**src/rtl/oclib_pipeline_rv.sv**
```systemverilog
// Length-stage ready/valid register pipeline built from 2-entry skid slices, with flush and occupancy.
// Latency: a word accepted at edge N is on outData with outValid=1 after edge N+Length-1; Length=0 is a wire.
// Backpressure: every stage ready is registered; inReady drops only when stage 0 holds two words or reset is high.
module oclib_pipeline_rv #(
    parameter int Width     = 1,
    parameter int Length    = 1,
    parameter bit DontTouch = 1'b0,
    parameter int OccWidth  = (Length == 0) ? 1 : $clog2(2 * Length + 1)
) (
    input  logic                clock,
    input  logic                reset,
    input  logic                flush,
    input  logic [Width-1:0]    inData,
    input  logic                inValid,
    output logic                inReady,
    output logic [Width-1:0]    outData,
    output logic                outValid,
    input  logic                outReady,
    output logic [OccWidth-1:0] occupancy
);

    localparam logic [1:0] ST_EMPTY = 2'd0;
    localparam logic [1:0] ST_ONE   = 2'd1;
    localparam logic [1:0] ST_TWO   = 2'd2;

    if (Length == 0) begin : g_wire
        logic unused_ctl;

        assign outData   = inData;
        assign outValid  = inValid;
        assign inReady   = outReady;
        assign occupancy = '0;
        assign unused_ctl = ^{clock, reset, flush};
    end else begin : g_pipe
        // Index k is the boundary feeding stage k; index Length is the downstream port.
        logic [Length:0]   pipe_vld;
        logic [Length:0]   pipe_rdy;
        logic [Width-1:0]  pipe_dat [Length+1];
        logic              acc_fire;
        logic              dlv_fire;
        logic [OccWidth-1:0] occ_q;

        assign pipe_vld[0]      = inValid;
        assign pipe_dat[0]      = inData;
        assign pipe_rdy[Length] = outReady;

        assign inReady   = pipe_rdy[0] & ~reset;
        assign outValid  = pipe_vld[Length];
        assign outData   = pipe_dat[Length];

        for (genvar k = 0; k < Length; k++) begin : g_stage
            logic [1:0]       state_cur;
            logic [1:0]       state_nxt;
            logic [Width-1:0] main_cur;
            logic [Width-1:0] main_nxt;
            logic [Width-1:0] skid_cur;
            logic [Width-1:0] skid_nxt;
            logic             in_fire;
            logic             out_fire;

            assign in_fire        = pipe_vld[k] & pipe_rdy[k];
            assign out_fire       = pipe_vld[k+1] & pipe_rdy[k+1];
            assign pipe_rdy[k]    = (state_cur != ST_TWO);
            assign pipe_vld[k+1]  = (state_cur != ST_EMPTY);
            assign pipe_dat[k+1]  = main_cur;

            always_comb begin
                state_nxt = state_cur;
                main_nxt  = main_cur;
                skid_nxt  = skid_cur;
                case (state_cur)
                    ST_EMPTY: begin
                        if (in_fire) begin
                            state_nxt = ST_ONE;
                            main_nxt  = pipe_dat[k];
                        end
                    end
                    ST_ONE: begin
                        if (in_fire && !out_fire) begin
                            state_nxt = ST_TWO;
                            skid_nxt  = pipe_dat[k];
                        end else if (in_fire && out_fire) begin
                            main_nxt  = pipe_dat[k];
                        end else if (out_fire) begin
                            state_nxt = ST_EMPTY;
                        end
                    end
                    ST_TWO: begin
                        if (out_fire) begin
                            state_nxt = ST_ONE;
                            main_nxt  = skid_cur;
                        end
                    end
                    default: state_nxt = ST_EMPTY;
                endcase
                if (flush) begin
                    state_nxt = ST_EMPTY;
                end
            end

            if (DontTouch) begin : g_keep
                (* dont_touch = "true" *) logic [1:0]       state_q;
                (* dont_touch = "true" *) logic [Width-1:0] main_q;
                (* dont_touch = "true" *) logic [Width-1:0] skid_q;

                always_ff @(posedge clock) begin
                    if (reset) begin
                        state_q <= ST_EMPTY;
                    end else begin
                        state_q <= state_nxt;
                    end
                    main_q <= main_nxt;
                    skid_q <= skid_nxt;
                end

                assign state_cur = state_q;
                assign main_cur  = main_q;
                assign skid_cur  = skid_q;
            end else begin : g_plain
                logic [1:0]       state_q;
                logic [Width-1:0] main_q;
                logic [Width-1:0] skid_q;

                always_ff @(posedge clock) begin
                    if (reset) begin
                        state_q <= ST_EMPTY;
                    end else begin
                        state_q <= state_nxt;
                    end
                    main_q <= main_nxt;
                    skid_q <= skid_nxt;
                end

                assign state_cur = state_q;
                assign main_cur  = main_q;
                assign skid_cur  = skid_q;
            end
        end

        // Tracking edge transfers keeps the count equal to the per-stage sum without an adder tree.
        assign acc_fire = pipe_vld[0] & pipe_rdy[0];
        assign dlv_fire = pipe_vld[Length] & pipe_rdy[Length];

        always_ff @(posedge clock) begin
            if (reset || flush) begin
                occ_q <= '0;
            end else begin
                occ_q <= occ_q + OccWidth'(acc_fire) - OccWidth'(dlv_fire);
            end
        end

        assign occupancy = occ_q;
    end

endmodule

```
**config.mk**
```make
export PLATFORM = sky130hd
export DESIGN_NAME = oclib_pipeline_rv
export DESIGN_NICKNAME = d
export VERILOG_FILES = /design/src/rtl/oclib_pipeline_rv.sv
export SDC_FILE = /design/constraint.sdc
export NUM_CORES = 1
export LEC_CHECK = 0
export ABC_CLOCK_PERIOD_IN_PS = 2400
export BUFFER_PORTS_ARGS = -buffer_cell sky130_fd_sc_hd__buf_2
export CORE_AREA = 2 2 39 41
export CTS_CLUSTER_DIAMETER = 80
export DETAILED_ROUTE_END_ITERATION = 12
export DIE_AREA = 0 0 41 43
export REMOVE_ABC_BUFFERS = 1
export SLEW_MARGIN = 40
export SYNTH_ARGS = -nofsm -noshare
export SYNTH_HDL_FRONTEND = slang
export SYNTH_SLANG_ARGS = --single-unit
```
**constraint.sdc**
```tcl
create_clock -name clock -period 2.4 [get_ports clock]
set_input_delay 0.24 -clock clock [delete_from_list [all_inputs] [get_ports clock]]
set_output_delay 0.24 -clock clock [all_outputs]
set_load 0.01 [all_outputs]
```
# Word-level counts from Yosys, hierarchy flattened
# Index checks and enable logic that the tools add are counted.
# Widths: inputs -> output; s select.
[word_totals]
ff_bits = 6
input_bits = 6
output_inout_bits = 5
word_cells = 41
[op_classes]
addsub = 2
eq_ne = 9
mux = 11
bitwise_logic = 4
reduce_logical = 11
[op_table]
columns = ["cell", "count"]
rows = [
  ["$mux 2", 5],
  ["$ne 2x2->1 const B", 5],
  ["$ne 3x3->1 const B", 2],
  ["$pmux 2 s3", 1],
  ["$reduce_and 5->1", 1],
  ["$mux 1", 4],
  ["$reduce_and 4->1", 1],
  ["$and 1x1->1", 3],
  ["$pmux 1 s3", 1],
  ["$reduce_bool 3->1", 1],
  ["$add 2x1->2", 1],
  ["$eq 2x1->1 const B", 1],
  ["$eq 2x2->1 const B", 1],
  ["$logic_and 1x1->1", 2],
  ["$logic_not 2->1", 1],
  ["$reduce_and 2->1", 1],
  ["$reduce_bool 2->1", 1],
  ["$reduce_or 2->1", 1],
  ["$sub 2x1->2", 1],
  ["$logic_not 1->1", 1],
  ["$logic_or 1x1->1", 1],
  ["$not 1->1", 1],
]

# Logic depth before layout (Yosys ltp)
[depth]
ltp_word = 6
ltp_mapped = 7
depth_no_buf = 7

# Worst setup path after synthesis
# Ideal clock, no wire load.
[synth_timing]
kind = "register -> register"
start = "reg g_pipe.g_stage[0].g_plain.state_q[1]"
end = "reg g_pipe.g_stage[0].g_plain.state_q[1]"
setup_ns = 0.073
arrival_time_ns = 1.551
t_required_ns = 2.327
path_slack_ns = 0.776
stages_incl_launch_ff = 8
path_buffers = 0
synth_period_minus_slack_ns = 1.624
path_cell_list = "dfxtp_1 or2_1 nand2_1 inv_1 ha_1 or2_0 o32a_1 nor3_2"
[synth_via]
elab_chain_cells = 6
elab_cells_between_ends = 17
cone_classes = "eq/ne: 7; mux: 2; bitwise: 2; reduce/logical: 6"
[synth_lines]
columns = ["element", "line", "source"]
rows = [
  ["from (decl)", "120", "logic [1:0] state_q;"],
  ["from (signal assigned)", "128", "state_q <= state_nxt;"],
  ["$reduce_bool 2->1 (*)", "64", "assign pipe_vld[k+1] = (state_cur != ST_EMPTY);"],
  ["net outValid", "17", "output logic outValid,"],
  ["$and 1x1->1 (*)", "62", "assign out_fire = pipe_vld[k+1] & pipe_rdy[k+1];"],
  ["$logic_not 1->1", "79", "if (in_fire && !out_fire) begin"],
  ["$logic_and 1x1->1", "79", ""],
  ["$ne 3x3->1 (no line) / $mux 2 (equally long branches)", "-", ""],
  ["$reduce_and 4->1 (no line) / $pmux 2 s3 (equally long branches)", "-", ""],
]
# Mark *: on every way through the listed nets, which the timed path passes. The rest lies on a longest branch.
# A chain may end at the register's enable or synchronous reset.

# Final worst setup path
[layout_timing]
start = "reg g_pipe.g_stage[0].g_plain.state_q[0]"
end = "reg g_pipe.g_stage[0].g_plain.state_q[1]"
[layout_via]
elab_chain_cells = 6
elab_cells_between_ends = 17
cone_classes = "eq/ne: 7; mux: 2; bitwise: 2; reduce/logical: 6"
[layout_lines]
columns = ["element", "line"]
rows = [
  ["$reduce_bool 2->1", "64"],
  ["$and 1x1->1", "62"],
  ["$logic_not 1->1", "79"],
  ["$logic_and 1x1->1", "79"],
  ["$ne 3x3->1 (no line) / $mux 2 (equally long branches)", "-"],
  ["$reduce_and 4->1 (no line) / $pmux 2 s3 (equally long branches)", "-"],
]
# Several ways; a longest one is shown, not always the timed one.

==> results.py <==
metrics = {
    "cts": {
        "postCtsSetupBuffers": 0,
        "tritoncts_num_sinks": 6,
        "tritoncts": "done",
        "cts-root-buf": "sky130_fd_sc_hd__clkbuf_4",
        "clk-insertion-delay-late_ns": 0.25,
        "htree_num_levels": 1,
        "cts_buffers": 3,
        "cts-hold-fix-buffers": 0,
        "post_cts_resize_count": 0,
        "max-clock-path-buffers": 2,
        "clkSlewWorstSetupHoldPaths_ns": 0.05,
    },
    "floorplan": {
        "die_x_um": 41,
        "starting_utilization_of_the_core_area": 0.2703,
        "i_o_pin_count": 11,
        "core_region_area_um2": 1384,
        "rows": 14,
        "die-height_um": 43,
        "fp.dieArea_um2": 1763,
    },
    "place": {
        "port_buffers": 10,
        "place.gp.congestion": 0.6903,
        "placed_wire_length_estimate_um": 559.1,
    },
    "cells_and_area": {
        "post-route-util": 0.3400,
        "number_of_diodes": 0,
        "post_route_cells_drive_above_1_share": 0.3208,
        "layout.nets": 65,
        "area_delta_synth_final_pct": 25.75,
    },
    "pwr": {
        "power_leakage_nw": 0.2281,
        "clockPowerShare": 0.411,
        "power_density_nw_per_um2": 534.8,
        "worst_ir_drop_vdd_v": 0.0003710,
        "p_switching_uw": 61.79,
        "combPwrFrac": 0.143,
        "power.share.sequential": 0.446,
        "p_int_uw": 189.8,
        "switching_share_of_total_power": 0.2456,
    },
    "synth": {
        "synth-seq-cells": 6,
        "syn_area_um2": 374.1,
        "synthesis.yosys.warnings": 0,
        "yosysSeqAreaShare": 0.3746,
        "postSynthCellCount": 39,
        "post_synth.cell_area_avg_um2": 9.593,
        "synth.distinct_cells": 23,
    },
    "setup_path": {
        "criticalPathCategory": "flip-flop to flip-flop",
        "timing.critical_path.depth": 7,
        "req_time_crit_path_ns": 2.57,
        "critical_path.max_stage_delay_ns": 0.36,
        "worstPathCellList": "or2_1 -> nand2_1 -> inv_1 -> ha_1 -> or2_0 -> o32a_1 -> nor3_2",
        "critical_path.reg2reg.startpoint": "g_pipe.g_stage[0].g_plain.state_q[0]$_SDFFE_PP0P_",
        "critPathSlowestCell": "sky130_fd_sc_hd__dfxtp_1",
        "arrival_ns": 1.88,
        "critical_path_peak_fanout": 7,
        "worstPathBufferInverterCount": 1,
        "critPathTopFamily": "simple AND/OR/NAND/NOR gates",
        "timing.critical_path.from": "g_pipe.g_stage[0].g_plain.state_q[0]$_SDFFE_PP0P_",
        "timing.reg2reg.worst_path_depth": 7,
        "critPathCaptureType": "flip-flop",
        "timing.critical_path.from_type": "flip-flop",
    },
    "timing": {
        "report.final.hold_viol_count": 0,
        "worstMarginPinSlew_ns": 0.2009,
        "setup-tns-final_ns": 0,
        "clock_skew_ns": 0.01012,
        "min_period_ns": 1.715,
        "slew_violations": 0,
        "max_freq_mhz": 583.1,
        "grt_setup_unrepaired": "false",
        "final_number_of_setup_violating_endpoints": 0,
        "timing.slew.headroom": 0.8659,
        "post-route-period-util": 0.7146,
    },
    "detailed_routing": {
        "first_iter_violations": 2,
        "wirelength_um": 683,
        "detailedRoute.firstPassIterationCount": 3,
        "drt.antenna.violating_nets": 0,
        "wl_cell_um": 9.899,
        "routed_via_density": 4.333,
        "num_vias": 299,
        "drc_errors": 0,
    },
    "global_routing": {
        "globalRouteTotalUtil": 0.09940,
        "grt_overflow": 0,
        "grt_start_max_net_pins": 8,
        "grt_pass1_vias": 293,
        "global_route_wire_length_before_repair_um": 1090,
        "antenna_violations_before_repair": 0,
    },
    "job": {
        "maxCapViolCount": 0,
    },
    "min_path": {
        "timing.hold.worst.start": "inData",
        "min-delay-path-class": "input pin to flip-flop",
        "hold_depth": 1,
    },
    "outcome": {
        "run_status": "finished clean",
    },
}
final timing paths:
check             slack, ns                                                end
setup / recovery       0.69  g_pipe.g_stage[0].g_plain.state_q[1]$_SDFFE_PP0P_
hold / removal         0.18         g_pipe.g_stage[0].g_plain.skid_q$_DFFE_PP_
setup reg to reg       0.69  g_pipe.g_stage[0].g_plain.state_q[1]$_SDFFE_PP0P_
hold reg to reg        0.53                                  outData$_DFFE_PP_
routing by layer:
metal / vias up / share of wire / track usage
met5: - / 0 / 0
met3: 0 / 0.11 / 0.09948
met4: 0 / 0 / 0.02000
met2: 13 / 0.44 / 0.1406
met1: 125 / 0.45 / 0.1029
li1: 161 / - / -
power groups by stage:
stage | Clock [mW] | Combinational (mW) | Sequential, mW
after global placement | 0 | 0.0359 | 0.114
after CTS | 0.109 | 0.0366 | 0.112
after detailed placement | 0 | 0.0366 | 0.114
after global routing | 0.124 | 0.0410 | 0.112
final | 0.103 | 0.0361 | 0.112
after floorplan | 0 | 0.0204 | 0.115
layout make-up:
type / count / area [um^2]
clock buffers: 4 / 26.28
fillers: 146 / 913.4
inverters: 3 / 11.26
multi-input cells: 30 / 222.7
flip-flops and latches: 6 / 140.1
well taps: 16 / 20.02
repair buffers: 10 / 50.05
kinds of logic (layout without fill, tap and decap cells):
group           Yosys count  count (layout)  synth area share
buf+inv                   3              17           0.03010
flops                     6               6            0.3746
xor+xnor                  2               2           0.04683
compound gates            6               6            0.1304
fa+ha+maj                 5               5            0.1672
simple gates             17              17            0.2509
state kept, by name, indices dropped and copies added (netlist names):
name	count
g_pipe.g_stage.g_plain.state_q	2
outData	1
occupancy	2
g_pipe.g_stage.g_plain.skid_q	1
per-stage QoR:
step           hold slack (ns)  setup slack, ns  power (mW)  area, um^2  cells
2_1_floorplan           0.3046           0.7761      0.1356       374.1     39
3_3_place_gp            0.4370           0.7373      0.1500       444.2     65
3_5_place_dp            0.4407           0.6865      0.1508       444.2     65
4_1_cts                 0.1753           0.6796      0.2583       470.5     69
5_1_grt                 0.1568           0.5955      0.2772       470.5     69
6_report                0.1840           0.6850      0.2516       470.5     69
cell usage in the layout, fill, tap and decap left out, types with 2 or more instances in the layout:
cell and instances:
sky130_fd_sc_hd__buf_2 10, sky130_fd_sc_hd__nand2_1 6, sky130_fd_sc_hd__ha_1 5, sky130_fd_sc_hd__dfxtp_1 4, sky130_fd_sc_hd__inv_1 3, sky130_fd_sc_hd__clkbuf_4 3
sky130_fd_sc_hd__nor2_1 2, sky130_fd_sc_hd__edfxtp_1 2
synth_stat cells:
library cell,n,area [um^2]
sky130_fd_sc_hd__ha_1,5,62.56
sky130_fd_sc_hd__nor2b_1,1,6.260
sky130_fd_sc_hd__xnor2_1,1,8.760
sky130_fd_sc_hd__a31oi_1,1,6.260
sky130_fd_sc_hd__o21a_1,1,7.510
sky130_fd_sc_hd__nor3_2,1,10.01
sky130_fd_sc_hd__a211oi_2,1,12.51
sky130_fd_sc_hd__o32a_1,1,10.01
sky130_fd_sc_hd__nor3b_1,1,7.510
sky130_fd_sc_hd__and2b_4,1,10.01
sky130_fd_sc_hd__o21bai_1,1,7.510
sky130_fd_sc_hd__nand2_2,1,6.260
sky130_fd_sc_hd__or2_0,1,6.260
sky130_fd_sc_hd__dfxtp_1,4,80.08
sky130_fd_sc_hd__or2_1,1,6.260
sky130_fd_sc_hd__o21ai_1,1,5.000
sky130_fd_sc_hd__edfxtp_1,2,60.06
sky130_fd_sc_hd__nand2_1,6,22.52
sky130_fd_sc_hd__nand2b_1,1,6.260
sky130_fd_sc_hd__xor2_1,1,8.760
sky130_fd_sc_hd__inv_1,3,11.26
sky130_fd_sc_hd__nor2_1,2,7.510
sky130_fd_sc_hd__nor3_1,1,5.000
No activity file was read; power rests on OpenSTA's default activity.
